## config.mk

```make
export PLATFORM = sky130hd
export DESIGN_NAME = alu_functional_unit
export DESIGN_NICKNAME = d
export VERILOG_FILES = /design/src/rtl/rv32i_pkg.sv /design/src/rtl/alu_core.sv /design/src/rtl/alu_functional_unit.sv
export SDC_FILE = /design/constraint.sdc
export NUM_CORES = 1
export LEC_CHECK = 0
export ABC_AREA = 0
export CAP_MARGIN = 10
export CORE_MARGIN = 5
export CORE_UTILIZATION = 52
export DETAILED_ROUTE_END_ITERATION = 8
export PLACE_DENSITY = 0.79
export SLEW_MARGIN = 20
export SYNTH_ARGS = -nofsm -noshare
export SYNTH_HDL_FRONTEND = slang
export SYNTH_SLANG_ARGS = --single-unit
```

## constraint.sdc

```tcl
create_clock -name clk -period 3.7 [get_ports clk]
set_input_delay 0.74 -clock clk [delete_from_list [all_inputs] [get_ports clk]]
set_output_delay 0.74 -clock clk [all_outputs]
set_load 0.02 [all_outputs]
```

## src/rtl/rv32i_pkg.sv

```systemverilog
// -----------------------------------------------------------------------------
// rv32i_pkg
// Shared RV32I execution-side types.
//   alu_op_t     : funct3 encoding of the integer ALU operations.
//   cdb_packet_t : {tag, data} pair as it travels on the common data bus.
// No ports; imported by alu_core, alu_functional_unit and the testbench.
// -----------------------------------------------------------------------------
package rv32i_pkg;

  localparam int RV_XLEN      = 32;
  localparam int RV_TAG_WIDTH = 32;

  typedef enum logic [2:0] {
    ALU_ADD_SUB = 3'b000,
    ALU_SLL     = 3'b001,
    ALU_SLT     = 3'b010,
    ALU_SLTU    = 3'b011,
    ALU_XOR     = 3'b100,
    ALU_SRL_SRA = 3'b101,
    ALU_OR      = 3'b110,
    ALU_AND     = 3'b111
  } alu_op_t;

  typedef struct packed {
    logic [RV_TAG_WIDTH-1:0] tag;
    logic [RV_XLEN-1:0]      data;
  } cdb_packet_t;

endpackage

```

## src/rtl/alu_core.sv

```systemverilog
// -----------------------------------------------------------------------------
// alu_core
// Purely combinational RV32I integer result computation.
// Ports:
//   op     : funct3 operation select (alu_op_t)
//   alt    : funct7[5]; selects SUB for ADD_SUB and SRA for SRL_SRA only
//   a, b   : operands
//   result : XLEN-bit result; add/sub wrap modulo 2^XLEN
// -----------------------------------------------------------------------------
module alu_core
  import rv32i_pkg::*;
#(
  parameter int XLEN = 32
) (
  input  alu_op_t          op,
  input  logic             alt,
  input  logic [XLEN-1:0]  a,
  input  logic [XLEN-1:0]  b,
  output logic [XLEN-1:0]  result
);

  localparam int SHW = $clog2(XLEN);

  // Only the low log2(XLEN) bits of op2 form the shift amount.
  logic [SHW-1:0] shamt;
  assign shamt = b[SHW-1:0];

  always_comb begin
    result = '0;
    case (op)
      ALU_ADD_SUB: result = alt ? (a - b) : (a + b);
      ALU_SLL:     result = a << shamt;
      ALU_SLT:     result = {{(XLEN-1){1'b0}}, ($signed(a) < $signed(b))};
      ALU_SLTU:    result = {{(XLEN-1){1'b0}}, (a < b)};
      ALU_XOR:     result = a ^ b;
      ALU_SRL_SRA: result = alt ? $unsigned($signed(a) >>> shamt) : (a >> shamt);
      ALU_OR:      result = a | b;
      ALU_AND:     result = a & b;
      default:     result = '0;
    endcase
  end

endmodule

```

## src/rtl/alu_functional_unit.sv

```systemverilog
// -----------------------------------------------------------------------------
// alu_functional_unit
// Integer execution unit behind the ALU reservation station. Computes the
// RV32I result for each issued instruction, buffers {tag, result} in a small
// FIFO and broadcasts the FIFO head on the common data bus when granted.
//
// Ports:
//   clk, reset            : clock, asynchronous active-low reset
//   flush                 : synchronous; empties the FIFO, drops same-cycle push
//   issue_valid/ready     : issue handshake from the reservation station
//   reorder_buffer_tag_in : destination ROB tag
//   alu_op_in, alu_alt_in : funct3 and funct7[5]
//   op1_data_in, op2_data_in : operands
//   cdb_request/grant     : bus request and same-cycle arbiter grant
//   cdb_enable            : bus drive strobe (request & grant)
//   cdb_tag, cdb_data     : head entry, zero when nothing to drive
//   occupancy             : number of valid FIFO entries
//
// Handshakes: a transfer happens on a rising edge where the producer's valid
// and the consumer's ready are both 1 (issue_valid/issue_ready for issue,
// cdb_request/cdb_grant for the bus). issue_ready depends only on occupancy,
// never on issue_valid or cdb_grant, so a full FIFO does not accept an issue
// even if the head is popped in the same cycle.
//
// Optional feature (macro ALU_FU_BYPASS_EN): with an empty FIFO the live ALU
// result is offered on the bus in the issue cycle; if granted it is broadcast
// and never enters the FIFO. Without the macro the minimum latency is 1 cycle.
// -----------------------------------------------------------------------------
module alu_functional_unit
  import rv32i_pkg::*;
#(
  parameter int XLEN      = 32,
  parameter int TAG_WIDTH = 32,
  parameter int DEPTH     = 2
) (
  input  logic                       clk,
  input  logic                       reset,
  input  logic                       flush,
  input  logic                       issue_valid,
  output logic                       issue_ready,
  input  logic [TAG_WIDTH-1:0]       reorder_buffer_tag_in,
  input  logic [2:0]                 alu_op_in,
  input  logic                       alu_alt_in,
  input  logic [XLEN-1:0]            op1_data_in,
  input  logic [XLEN-1:0]            op2_data_in,
  output logic                       cdb_request,
  input  logic                       cdb_grant,
  output logic                       cdb_enable,
  output logic [TAG_WIDTH-1:0]       cdb_tag,
  output logic [XLEN-1:0]            cdb_data,
  output logic [$clog2(DEPTH):0]     occupancy
);

  localparam int PW = $clog2(DEPTH);
  localparam int CW = $clog2(DEPTH) + 1;

  // ---------------------------------------------------------------------------
  // ALU
  // ---------------------------------------------------------------------------
  logic [XLEN-1:0] alu_result;

  alu_core #(.XLEN(XLEN)) u_alu_core (
    .op     (alu_op_t'(alu_op_in)),
    .alt    (alu_alt_in),
    .a      (op1_data_in),
    .b      (op2_data_in),
    .result (alu_result)
  );

  // ---------------------------------------------------------------------------
  // FIFO state
  // ---------------------------------------------------------------------------
  logic [TAG_WIDTH-1:0] tag_mem_q  [DEPTH];
  logic [TAG_WIDTH-1:0] tag_mem_d  [DEPTH];
  logic [XLEN-1:0]      data_mem_q [DEPTH];
  logic [XLEN-1:0]      data_mem_d [DEPTH];
  logic [PW-1:0]        wr_ptr_q, wr_ptr_d;
  logic [PW-1:0]        rd_ptr_q, rd_ptr_d;
  logic [CW-1:0]        count_q,  count_d;

  logic empty;
  logic full;
  logic bypass_req;
  logic push;
  logic pop;

  assign empty       = (count_q == '0);
  assign full        = (count_q == CW'(DEPTH));
  assign issue_ready = ~full;
  assign occupancy   = count_q;

`ifdef ALU_FU_BYPASS_EN
  assign bypass_req = empty & issue_valid & ~flush;
`else
  assign bypass_req = 1'b0;
`endif

  // ---------------------------------------------------------------------------
  // CDB side: the buffered head always wins over the bypass path, which keeps
  // results in issue order.
  // ---------------------------------------------------------------------------
  always_comb begin
    cdb_request = ~empty | bypass_req;
    cdb_tag     = '0;
    cdb_data    = '0;
    if (!empty) begin
      cdb_tag  = tag_mem_q[rd_ptr_q];
      cdb_data = data_mem_q[rd_ptr_q];
    end else if (bypass_req) begin
      cdb_tag  = reorder_buffer_tag_in;
      cdb_data = alu_result;
    end
    cdb_enable = cdb_request & cdb_grant;
  end

  // A granted bypass consumes the issue directly, so it must not also be pushed.
  assign push = issue_valid & issue_ready & ~(bypass_req & cdb_grant);
  assign pop  = cdb_enable & ~empty;

  // ---------------------------------------------------------------------------
  // Next-state logic. Pointers wrap naturally because DEPTH is a power of two.
  // ---------------------------------------------------------------------------
  always_comb begin
    tag_mem_d  = tag_mem_q;
    data_mem_d = data_mem_q;
    wr_ptr_d   = wr_ptr_q;
    rd_ptr_d   = rd_ptr_q;
    count_d    = count_q;
    if (flush) begin
      // The broadcast seen this cycle still stands; only buffered state is cleared.
      wr_ptr_d = '0;
      rd_ptr_d = '0;
      count_d  = '0;
    end else begin
      if (push) begin
        tag_mem_d[wr_ptr_q]  = reorder_buffer_tag_in;
        data_mem_d[wr_ptr_q] = alu_result;
        wr_ptr_d             = wr_ptr_q + PW'(1);
      end
      if (pop) begin
        rd_ptr_d = rd_ptr_q + PW'(1);
      end
      count_d = count_q + CW'(push) - CW'(pop);
    end
  end

  always_ff @(posedge clk or negedge reset) begin
    if (!reset) begin
      for (int i = 0; i < DEPTH; i++) begin
        tag_mem_q[i]  <= '0;
        data_mem_q[i] <= '0;
      end
      wr_ptr_q <= '0;
      rd_ptr_q <= '0;
      count_q  <= '0;
    end else begin
      tag_mem_q  <= tag_mem_d;
      data_mem_q <= data_mem_d;
      wr_ptr_q   <= wr_ptr_d;
      rd_ptr_q   <= rd_ptr_d;
      count_q    <= count_d;
    end
  end

endmodule

```

# Yosys cells after proc, flatten, opt, wreduce, memory -nomap -nowiden
# Index checks and enable logic that the tools add are counted.
classes:
  add_sub_neg: 6
  magnitude_cmp: 5
  n_eq_ne: 8
  n_shift: 3
  mux: 20
  n_bitwise: 11
  n_reduce_logical: 6
op_table:
  columns: ["cell", "n"]
  rows:
  - ["two-way mux 32 bit", 11]
  - ["one-hot mux 32 bit (8 select lines)", 1]
  - ["bitwise mux 64 bit", 2]
  - ["< comparator 32 bit", 2]
  - ["adder 32 bit", 1]
  - ["AND 32 bit", 1]
  - ["demux 32 bit (select 1 bit)", 1]
  - ["bitwise OR 32 bit", 1]
  - ["left shift 32 x 5 -> 32 bit", 1]
  - [">> shifter 32 x 5 -> 32 bit", 1]
  - [">>> shifter 32 x 5 -> 32 bit", 1]
  - ["subtractor 32 bit", 1]
  - ["bitwise XOR 32 bit", 1]
  - ["equality test 3 bit, second input constant", 4]
  - ["equality test 3 x 2 -> 1 bit, second input constant", 2]
  - ["greater-or-equal comparator 2 bit, second input constant", 2]
  - ["two-way mux 1 bit", 4]
  - ["inverter 1 -> 2 bit", 2]
  - ["nonzero test 2 bit", 2]
  - ["AND 1 bit", 3]
  - ["equality test 3 x 1 -> 1 bit, second input constant", 1]
  - ["logical NOT 3 bit", 1]
  - ["inverter 1 bit", 3]
  - ["adder 1 bit, second input constant", 2]
  - ["other kinds (8)", 8]
word_totals:
  register_bits: 132
  inputBits: 105
  output_inout_bits: 69
  elab_cells: 66

# Logic depth before layout (Yosys ltp)
depth:
  word_depth: 6
  ltp_mapped: 14
  depth_no_buf: 12

# Modules after synthesis
# Synthesis repeated with hierarchy kept, for this count alone.
unflattened:
  cells_unflattened: 1729
  hier_area_um2: 14395.1
modules_own_cells:
  columns: ["mod", "instances", "cells_each", "area_each_um2", "seq_area_each_um2"]
  rows:
  - ["alu_core", 1, 1291, 8340.5, 0.0]
  - ["alu_functional_unit", 1, 438, 6054.6, 3303.2]

# Worst setup path before layout
# Ideal clock, no wire load.
synth_path:
  kind: "input to register"
  from: "input port op2_data_in[3]"
  to: "register data_mem_q[61] (netlist bit)"
  setup_ps: 141
  arrival_ps: 3786
  t_required_ps: 3559
  path_slack_ps: -228
  path_stages: 14
  n_path_buf: 3
  path_cell_list: "clkbuf_1 inv_1 clkbuf_1 clkbuf_1 ha_1 nor2_1 o311ai_1 a21oi_2 nor4_2 o31a_1 o32a_1 and3b_1 a311oi_2 a31oi_1"
synth_via:
  elab_chain_cells: 4
  word_cells_on_any_way: 9
  cone_classes: "add/sub: 2; shift: 3; mux: 4"
synth_rtl:
  columns: ["element", "line_no", "source"]
  rows:
  - ["from (decl)", "alu_functional_unit.sv:45", "input logic [XLEN-1:0] op2_data_in,"]
  - ["adder 32 bit (tied with other cells)", "alu_core.sv:31", "ALU_ADD_SUB: result = alt ? (a - b) : (a + b);"]
  - ["two-way mux 32 bit, on equally long branches", "alu_core.sv:31, alu_core.sv:36", null]
  - ["one-hot mux 32 bit (8 select lines) *", "alu_core.sv:30", "case (op)"]
  - ["bitwise mux 64 bit *", "alu_functional_unit.sv:137", "data_mem_d[wr_ptr_q] = alu_result;"]
  - ["to (signal assigned)", "alu_functional_unit.sv:158", "data_mem_q <= data_mem_d;"]
  - ["to (decl)", "alu_functional_unit.sv:75", "logic [XLEN-1:0] data_mem_q [DEPTH];"]
# Every way passes the cells marked *; elsewhere a longest branch is shown, timed or not.
# A chain may end at the register's enable or synchronous reset.

# Worst setup path after layout
layout_path:
  from: "input port op1_data_in[1]"
  to: "register data_mem_q[17] (netlist bit)"
layout_via:
  elab_chain_cells: 4
  word_cells_on_any_way: 9
  cone_classes: "add/sub: 2; shift: 3; mux: 4"
layout_rtl:
  columns: ["element", "line_no", "source"]
  rows:
  - ["from (decl)", "alu_functional_unit.sv:44", "input logic [XLEN-1:0] op1_data_in,"]
  - ["adder 32 bit (tied with other cells)", "alu_core.sv:31", null]
  - ["two-way mux 32 bit, on equally long branches", "alu_core.sv:31, alu_core.sv:36", null]
  - ["one-hot mux 32 bit (8 select lines) *", "alu_core.sv:30", null]
  - ["bitwise mux 64 bit *", "alu_functional_unit.sv:137", null]
# Marks and branches as above.

==> results.md <==
STA:
- In the finished design, the share of the clock period the worst path needs comes to 0.987.
- The worst hold slack after final layout is 0.299 ns.
- Clock skew on the completed layout was measured at 0.0159 ns.
- For the finished layout, the period the worst path requires is 3.65 ns.
- Setup repair after global routing could not meet its margin everywhere.
- The number of slew-limit violations in the final report was 0.
- At the pin with the least slew margin, the transition time is 0.961 ns.
- The final count of hold timing violations was 0.
- Setup violations remaining at the end of the flow were counted as 0.
- For this run, the top clock speed supported by timing is 274 MHz.
- The worst pin sits at a relative slew slack of 0.357.
- The setup TNS after final layout is 0 ns.

Synthesis:
- In the synthesized netlist, the number of instances is 1922.
- The share of synthesized area in the top cell type comes to 0.223.
- The largest total area in the synthesized netlist belongs to sky130_fd_sc_hd__dfrtp_1.
- By area the synthesized netlist is led by sky130_fd_sc_hd__dfrtp_1, sky130_fd_sc_hd__nand2_1, sky130_fd_sc_hd__mux4_2.
- Summing every instance area after synthesis gives 14800 µm².
- The average cell area after synthesis is 7.70 µm².
- The count of cell types in the netlist is 84.
- The fraction of registers with async set/reset is 1.00.
- The number of flip-flops and latches in the synthesized netlist is 132.
- For this run, the number of Yosys warnings is 0.
- The post-synthesis net count is 2128.
- Counting flops with a built-in enable in the synthesized netlist gives 0.
- For this run, the leading register cell type out of synthesis is sky130_fd_sc_hd__dfrtp_1.
- The portion of the post-synthesis area used by sequential elements is 0.223.

Status:
- The flow ran to the end, and the final reports show no timing, DRC or antenna violations.

Setup path:
- Counting both buffers and inverters, the worst setup path holds a total of 7.
- The largest delay contributor family on the critical path is buffers and inverters.
- Walking the worst path, the cells encountered are clkdlybuf4s50_1, inv_1, ha_1, buf_4, a211oi_1, buf_4, o21ai_2, nand3_2, buf_4, buf_4, a21oi_1, o21ai_0, o31ai_1, xnor2_1, buf_4, o21ai_0, mux2_2.
- For the worst setup path, the data required time is 4.06 ns.
- The arrival time of data at the critical path endpoint is 4.01 ns.
- The worst setup path is captured at a flop.
- The type of element launching the critical path is a primary input.
- The delay contributed by the slowest stage of the critical path is 0.51 ns.
- The critical path in this run is classified as primary input to flop.
- Of all nets on the critical path, the largest fanout is 3.
- On the critical path, the stage with the largest delay is an instance of sky130_fd_sc_hd__clkdlybuf4s50_1.
- The cell type with the highest occurrence count on the critical path is sky130_fd_sc_hd__buf_4.

Final layout:
- The area growth from synthesis to layout is 34.8%.
- The number of antenna diodes in the final layout is 0.
- The multi-input combinational cells in the finished layout cover a total of 10800 µm².
- The count of nets after finishing is 2519.
- The non-filler instance count after layout is 2704.
- Measured on the finished design, the core utilization comes to 0.714.
- The count of fill cells added during filler insertion is 2202.
- The top cell types in the final layout, fill and taps aside, are sky130_fd_sc_hd__nand2_1, sky130_fd_sc_hd__buf_4, sky130_fd_sc_hd__nor2_1.
- The share of final-layout standard cells stronger than drive strength 1 is 0.239.
- Summing all flip-flop and latch instances after layout gives 3310 µm².
- The final non-filler cell area is 20000 µm².
- The library cell used most frequently in the layout, excluding fill and tap cells, is sky130_fd_sc_hd__nand2_1.

Hold path:
- The path type of the worst min-delay path is primary input to async pin.

Drt:
- The number of vias after detailed routing is 17400.
- In the final routed layout, each cell accounts on average for 24.3 µm.
- The post-detailed-route DRC marker count is 0.
- The average vias per placed instance is 6.42.
- Wires add up to 65600 µm.
- The detailed-routing iteration count for the pre-antenna-repair pass is 8.
- The detailed router finished its first iteration with 2246 violations.
- The count of nets left with antenna violations once routing finished came out at 0.

Clock network:
- Clock latency on the worst-skew pair, taken at its later pin, is 0.43 ns.
- The root buffer cell chosen for the clock tree is sky130_fd_sc_hd__clkbuf_16.
- The tree built by TritonCTS fans out to 132 sinks.
- The number of buffers added by the clock tree synthesis step is 17.
- The number of buffers inserted for hold repair after clock tree synthesis is 0.
- In this run the number of H-tree levels came out at 4.
- The CTS tree is built.
- Clock-pin slew was measured on the worst setup and hold paths at 0.07 ns.
- The largest buffer count on any clock path is 2.

Floorplan:
- The number of rows in the core area is 61.
- The region available for standard cell placement spans 27900 µm².
- The die outline width is 179 µm.
- The top-level I/O count is 174.
- Measured along the y axis, the die boundary spans 179 µm.
- For this configuration, the core starts out at a cell density of 0.530.
- The die covers 31900 µm².

Placed design:
- The number of placed instances, taps included is 2668.
- The instance area after placement is 19000 µm².
- The count of buffers added on input and output ports is 173.
- Once detailed placement completed, the half-perimeter wirelength came to 50200 µm.
- The final RePlAce weighted congestion is 1.05.

Global routing:
- The wire length of the first global-routing pass is 98700 µm.
- The overall routing resource usage is 0.403.
- Entering global routing, the biggest net connects 73 pins.
- The number of global-route vias before repair is 16900.
- The final global-route overflow total is 0.
- The number of antenna violations at the first check in global routing is 1.

Pwr:
- Summed over all cells, the static leakage comes to 9.00 nW.
- Dividing total power by cell area gives a power density of 469 nW/µm².
- The worst ir drop on vdd is 0.341 mV.

Flow run:
- The max-cap violation count is 0.
[cell usage after synthesis, types with 9 or more instances]
library cell                 n
sky130_fd_sc_hd__xor2_1      9
sky130_fd_sc_hd__a31oi_1    20
sky130_fd_sc_hd__a211oi_1   30
sky130_fd_sc_hd__and2_1      9
sky130_fd_sc_hd__nand4_1    14
sky130_fd_sc_hd__o21bai_1    9
sky130_fd_sc_hd__nand3_1    37
sky130_fd_sc_hd__ha_1       99
sky130_fd_sc_hd__buf_2      22
sky130_fd_sc_hd__o31ai_1    11
sky130_fd_sc_hd__nor2b_1    16
sky130_fd_sc_hd__o211ai_1   14
sky130_fd_sc_hd__mux2_2     48
sky130_fd_sc_hd__nor2_1    216
sky130_fd_sc_hd__a21o_1     12
sky130_fd_sc_hd__inv_1      95
sky130_fd_sc_hd__a21oi_1   131
sky130_fd_sc_hd__dfrtp_1   132
sky130_fd_sc_hd__o21ai_0   144
sky130_fd_sc_hd__nor3_1     46
sky130_fd_sc_hd__o21ai_1     9
sky130_fd_sc_hd__xnor2_1    18
sky130_fd_sc_hd__nand2_1   347
sky130_fd_sc_hd__mux4_2     56
sky130_fd_sc_hd__buf_1      19
sky130_fd_sc_hd__mux2i_1   103
sky130_fd_sc_hd__clkbuf_1   94
[logic make-up (layout without fill, tap and decap cells)]
| family | Yosys count | after routing | synth area share |
|---|---|---|---|
| buf+inv | 243 | 647 | 0.0667 |
| flops | 132 | 132 | 0.223 |
| compound gates | 481 | 481 | 0.207 |
| mux | 207 | 207 | 0.191 |
| fa+ha+maj | 101 | 101 | 0.0864 |
| xor+xnor | 27 | 27 | 0.0160 |
| simple gates | 731 | 731 | 0.209 |
[worst paths after layout]
path | start | endpoint | slack [ns] | cells past startpoint
hold / removal | reset | tag_mem_q[19] | 0.30 | 1
setup reg to reg | occupancy[1] | occupancy[1] | 1.20 | 10
min in group clk | tag_mem_q[58] | tag_mem_q[58] | 0.48 | 2
setup / recovery | op1_data_in[1] | data_mem_q[17] | 0.05 | 17
max in group asynchronous | reset | tag_mem_q[61] | 2.50 | 2
hold reg to reg | tag_mem_q[58] | tag_mem_q[58] | 0.48 | 2
[registers in the layout, indices dropped and copies added, names as in the netlist]
register / count
occupancy: 2
data_mem_q: 64
rd_ptr_q: 1
tag_mem_q: 64
wr_ptr_q: 1
[final cells by class]
type                    count  area share
flip-flops and latches    132       0.166
multi-input cells        1547       0.541
repair buffers            516       0.219
clock inverters            15      0.0105
inverters                  99      0.0186
well taps                 378      0.0237
clock buffers              17      0.0213
[what timing repair did]
action,CTS,global route
pin swaps,1,20
cloned,0,0
buffers inserted,0,4
hold endpoints to repair,0,0
setup endpoints to repair,12,47
resized for setup,6,50
[per-layer routing]
layer | track usage | part of all wire
met5 | 0 | 0
met4 | 0.184 | 0.059
met2 | 0.651 | 0.45
met3 | 0.0789 | 0.11
met1 | 0.524 | 0.38
[power breakdown]
part	internal, mW	switching (mW)
sequential	2.11	0.430
combinational	2.18	2.84
clock	1.04	0.755
[through the flow]
step	power [mW]	setup slack, ns
after floorplan	5.14	0.00553
after global placement	7.14	-0.447
final	9.36	0.0466
after CTS	9.21	-0.00254
after detailed placement	7.33	-0.499
after global routing	9.82	-0.0388
Note: power is estimated with default switching activity, not from simulation.
==> edit 1 (same settings) <==
`XLEN` is set to 32 in 2 places; all go to 16.
--- a/src/rtl/alu_core.sv
+++ b/src/rtl/alu_core.sv
@@ -12,3 +12,3 @@
 #(
-  parameter int XLEN = 32
+  parameter int XLEN = 16
 ) (
--- a/src/rtl/alu_functional_unit.sv
+++ b/src/rtl/alu_functional_unit.sv
@@ -31,3 +31,3 @@
 #(
-  parameter int XLEN      = 32,
+  parameter int XLEN      = 16,
   parameter int TAG_WIDTH = 32,
Ports: changed (resized cdb_data, op1_data_in and op2_data_in); port bits go from 174 to 126. No check against the original RTL was run, so the function may have changed too.
==> edit 1 against the unedited design <==
Power is 37% lower. Critical path type unchanged. Count of clock-buffer cells in the layout fell by 6. Routed wire length decreased by 60%. Highest routed layer unchanged. Cell area fell by 47%. Area after synthesis shrank 43%. Largest power group unchanged. Setup slack better by 0.16 ns. Sequential cell count decreased by 32.
==> edit 1: results (changes against the unedited design) <==
status=complete, no violations; Peak VDD IR=606 uV (+78%); fin nets=1268 (-50%); gr usage total=27.6% (-13 points); sw frac=39.7% (-3.3 points); pin count of the biggest net entering global routing=60 (-18%); worst r2r src=occupancy[0]; xor/xnor share of the synthesized area=1.66% (+0.060 points); Worst Setup EP=data_mem_q[26]; design area=10500 um2 (-47%); R2R Setup Slk=1.59 ns (+0.39 ns); fmax=0.287 GHz (+4.7%); DP Area=10200 um2 (-46%); multiplexer share of the synthesized area=18.5% (-0.61 points); Post-Syn Nets=1136 (-47%); post-CTS sizing=0 (-6); Post-Place Worst Slack=-0.0784 ns (+0.421 ns); antenna violations before repair=0 (-1); root buffer cell=clkbuf_16; placed wire-length estimate=19800 um (-61%); TritonCTS buffer count=9 (-8); Critical R2R Capture=data_mem_q[14]; depth of the CTS H-tree=3 (-1); Post-synth top cells=nand2_1, nor2_1, dfrtp_1; Synth Area in Compound Gates=18.1% (-2.6 points); TritonRoute pass-1 iters=6 (-2); DR vias=8113 (-53%); area share of fa/ha/maj cells after synthesis=8.02% (-0.62 points); family with the most delay on the worst path=compound AO/OA/AOI/OAI gates; 1st-iter DRT viols=748 (-67%); Worst Skew=0.00780 ns (-0.00808 ns); fraction of layout cells with a size suffix above 1=16.0% (-7.9 points); IO Port Bufs=125 (-28%); RePlAce Congestion=1.02 (-3.0%); vias in the first global route=7669 (-55%); worst reg2reg path depth=7 (-3); Synth area leaders=dfrtp_1, mux2i_1, mux2_2; slew of the pin with the lowest slew margin=0.755 ns (-0.206 ns); total wire length=26500 um (-60%); leakage=4.55 nW (-49%); first-pass GRT wire length=40700 um (-59%)
edit 1: cell count changes in the layout (fill, tap and decap cells not counted), sizes merged, moves of 32 or more:
cell           before  now
mux2i             103   68
dfrtp             132  100
inv               106   49
a21oi             132   53
o21ai             153   80
buf               350   71
clkdlybuf4s50     164  123
nand2             347  164
nor2              216  119
mux4               56   10
ha                 99   51
edit 1: power by group through the flow:
stage / sequential, mW / clock [mW] / combinational (mW)
final: 1.90 / 0.914 / 3.07
after global routing: 1.97 / 0.979 / 3.31
after CTS: 1.90 / 0.927 / 3.07
after detailed placement: 1.91 / 0 / 3.05
after global placement: 1.88 / 0 / 2.99
after floorplan: 1.82 / 0 / 1.91
edit 1: area by class of cell:
class | count | area [um2]
flip-flops and latches | 100 | 2500
multi-input cells | 789 | 5440
inverters | 48 | 185
well taps | 216 | 270
fillers | 1337 | 5460
clock inverters | 5 | 43.8
repair buffers | 194 | 1790
clock buffers | 11 | 253
edit 1: per-stage QoR:
| stage | std cells | utilization (%) | hold WS, ns |
|---|---|---|---|
| 6_report | 1363 | 65.7 | 0.464 |
| 5_1_grt | 1363 | 65.7 | 0.497 |
| 4_1_cts | 1363 | 65.7 | 0.478 |
| 3_5_place_dp | 1347 | 63.9 | 0.462 |
| 3_3_place_gp | 1347 | 63.9 | 0.456 |
| 2_1_floorplan | 1010 | - | 0.444 |
edit 1: per-layer routing:
layer / GRT usage, % / vias to the layer above / part of all wire [%] / wire (um)
met5: 0 / - / 0 / 0
met4: 11.4 / 0 / 4.0 / 1050
met1: 37.7 / 3832 / 42 / 11000
li1: - / 3799 / - / -
met3: 3.69 / 75 / 8.0 / 2120
met2: 44.1 / 407 / 46 / 12300
==> edit 2 (same settings) <==
Made on the original files. Reset style: synchronous (`reset`), changed in one clocked block. Comments in the files are not updated.
--- a/src/rtl/alu_functional_unit.sv
+++ b/src/rtl/alu_functional_unit.sv
@@ -146,3 +146,3 @@
 
-  always_ff @(posedge clk or negedge reset) begin
+  always_ff @(posedge clk) begin
     if (!reset) begin
Check against the original RTL: differs if reset is asserted again (counterexample within 4 cycles, from zero or initial values and one cycle with reset low); with reset held inactive, the same outputs for 4 cycles.
==> edit 2 against the unedited design <==
Setup slack better by 0.056 ns. Routed wire length fell by 9.3%. Non-clock buffer count down 60. Sequential cell count unchanged. Worst hold slack improved by 0.16 ns. Core utilization shrank 2.0 points. Cell area down 6.2%. Register-to-register slack improved by 0.47 ns. Sequential share of layout area decreased by 2.4 points. Area after synthesis is 4.1% lower.
Power is not compared: it rests on default switching activity, and its combinational part moved more than twofold at a synthesized area within 25%.
==> edit 2: results (changes against the unedited design) <==
Skew-Pair Late Insertion Delay=0.43 ns (about the same); Synth area leaders=dfxtp_1, ha_1, a21oi_1; clk slew on worst S/H paths=0.06 ns; # diodes=0 (unchanged); vias in the first global route=16000 (-5.6%); worst r2r src=occupancy[0]; fraction of the yosys area taken by sequential cells=18.6% (-3.7 points); Peak VDD IR=307 uV; pin count of the biggest net entering global routing=84 (+15%); Avg Vias per Cell=6.35 (-1.1%); Mapped Avg Cell Area=7.18 um2 (-6.8%); depth of the CTS H-tree=4 (unchanged); gr usage total=37.4% (-2.9 points); Hold Fails Final Rpt=0 (unchanged); Post-synth top cells=nand2_1, a21oi_1, nor2_1; first-pass GRT wire length=91000 um (-7.8%); Worst Skew=0.00935 ns (-0.00653 ns); Post-CTS Setup Bufs=0 (unchanged); IO Port Bufs=173 (unchanged); Hold Path Class=reg -> reg; root buffer cell=clkbuf_16; Filler Cells Inserted=2253 (+2.3%); CP Max Fanout=5 (+2); Avg WL per Cell=22.5 um (-7.3%); post-CTS sizing=5 (-1); RePlAce Congestion=1.08 (+3.5%); library cells used by synthesis=91 (+8.3%); TritonRoute pass-1 iters=6 (-2); slew of the pin with the lowest slew margin=0.815 ns (-0.146 ns); TritonCTS buffer count=17 (unchanged); fin nets=2497 (-0.87%); DP Area=17900 um2 (-6.1%); leakage=7.59 nW; status=complete, no violations; Synth async-reset ratio=0% (-100 points); 1st-iter DRT viols=2103 (-6.4%); placed wire-length estimate=46200 um (-8.0%); placed cell count=2610 (-2.2%); crit path DAT=3.89 ns (-0.12 ns); antenna violations before repair=1 (unchanged); Worst Setup SP=op1_data_in[10]; DR vias=16800 (-3.3%); synth warn=0 (unchanged); NetSw=2.20 mW; Main synth FF type=dfxtp_1; Post-Syn Nets=2182 (+2.5%); Min-Delay Startpoint=tag_mem_q[33]; fraction of layout cells with a size suffix above 1=19.5% (-4.4 points); clk buf depth=2 (unchanged)
-- edit 2: changes by cell type in the layout (fill, tap and decap cells not counted), sizes merged, moves of 40 or more --
| cell | change |
|---|---|
| buf | -61 |
| a21oi | +113 |
| mux2 | -40 |
| nand2 | -69 |
| dfxtp | +132 |
| dfrtp | -132 |
-- edit 2: final cells by class --
type | instances | area, um2 | share of cell area (%)
well taps | 341 | 427 | 2.28
repair buffers | 456 | 3910 | 20.9
inverters | 108 | 405 | 2.17
multi-input cells | 1576 | 10700 | 57.2
flip-flops and latches | 132 | 2650 | 14.1
clock buffers | 18 | 450 | 2.41
clock inverters | 14 | 181 | 0.969
-- edit 2: critical path: stages --
cell             delay, ns
clkdlybuf4s50_1       0.48
inv_1                 0.07
ha_1                  0.34
buf_4                 0.17
buf_4                 0.15
nor2_1                0.13
o21a_1                0.14
o22ai_1               0.11
a211oi_4              0.38
a211oi_1              0.13
mux2i_1               0.31
xnor2_2               0.16
a221oi_2              0.34
buf_4                 0.16
a21oi_1               0.06
-- edit 2: power groups by stage --
stage / Combinational (mW) / Clock [mW] / Sequential [mW]
after floorplan: 1.24 / 0 / 1.54
after global placement: 2.22 / 0 / 1.54
after detailed placement: 2.25 / 0 / 1.55
after CTS: 2.26 / 1.82 / 1.51
after global routing: 2.52 / 1.89 / 1.52
final: 2.38 / 1.81 / 1.51
-- edit 2: through the flow --
stage,worst slack (ns),utilization [%],hold slack [ns]
global route,0.00635,69.5,0.471
detailed placement,-0.513,66.3,0.446
global placement,-0.419,66.3,0.441
floorplan,0.0372,-,0.436
finish,0.102,69.5,0.454
CTS,-0.00489,68.7,0.455
-- edit 2: path summary, 6_finish.rpt --
kind / to / cells after the start / slack, ns
worst max-delay path: data_mem_q[47] / 15 / 0.10
worst min-delay path: tag_mem_q[33] / 2 / 0.45
worst max register to register: data_mem_q[9] / 7 / 1.67
worst min register to register: tag_mem_q[33] / 2 / 0.45
-- edit 2: metal layers --
| layer | part of all wire [%] | vias up | GRT usage [%] | routed length (um) |
|---|---|---|---|---|
| met1 | 39 | 7896 | 48.7 | 23200 |
| met3 | 11 | 165 | 8.16 | 6680 |
| met2 | 45 | 1069 | 60.2 | 26800 |
| li1 | - | 7666 | - | - |
| met4 | 4.9 | 2 | 15.4 | 2910 |
| met5 | 0.032 | - | 0 | 19 |
-- edit 2: logic make-up (layout without fill, tap and decap cells) --
kind of cell               count (synthesis)  in the layout  share of synthesized area, %
muxes                                    165            165                          15.8
adders and majority gates                101            101                          9.01
and+or+nand+nor                          632            632                          18.7
xor gates and xnor gates                  28             28                          1.73
buffers and inverters                    268            596                          7.55
DFF                                      132            132                          18.6
AOI/OAI and AO/OA                        650            650                          28.5
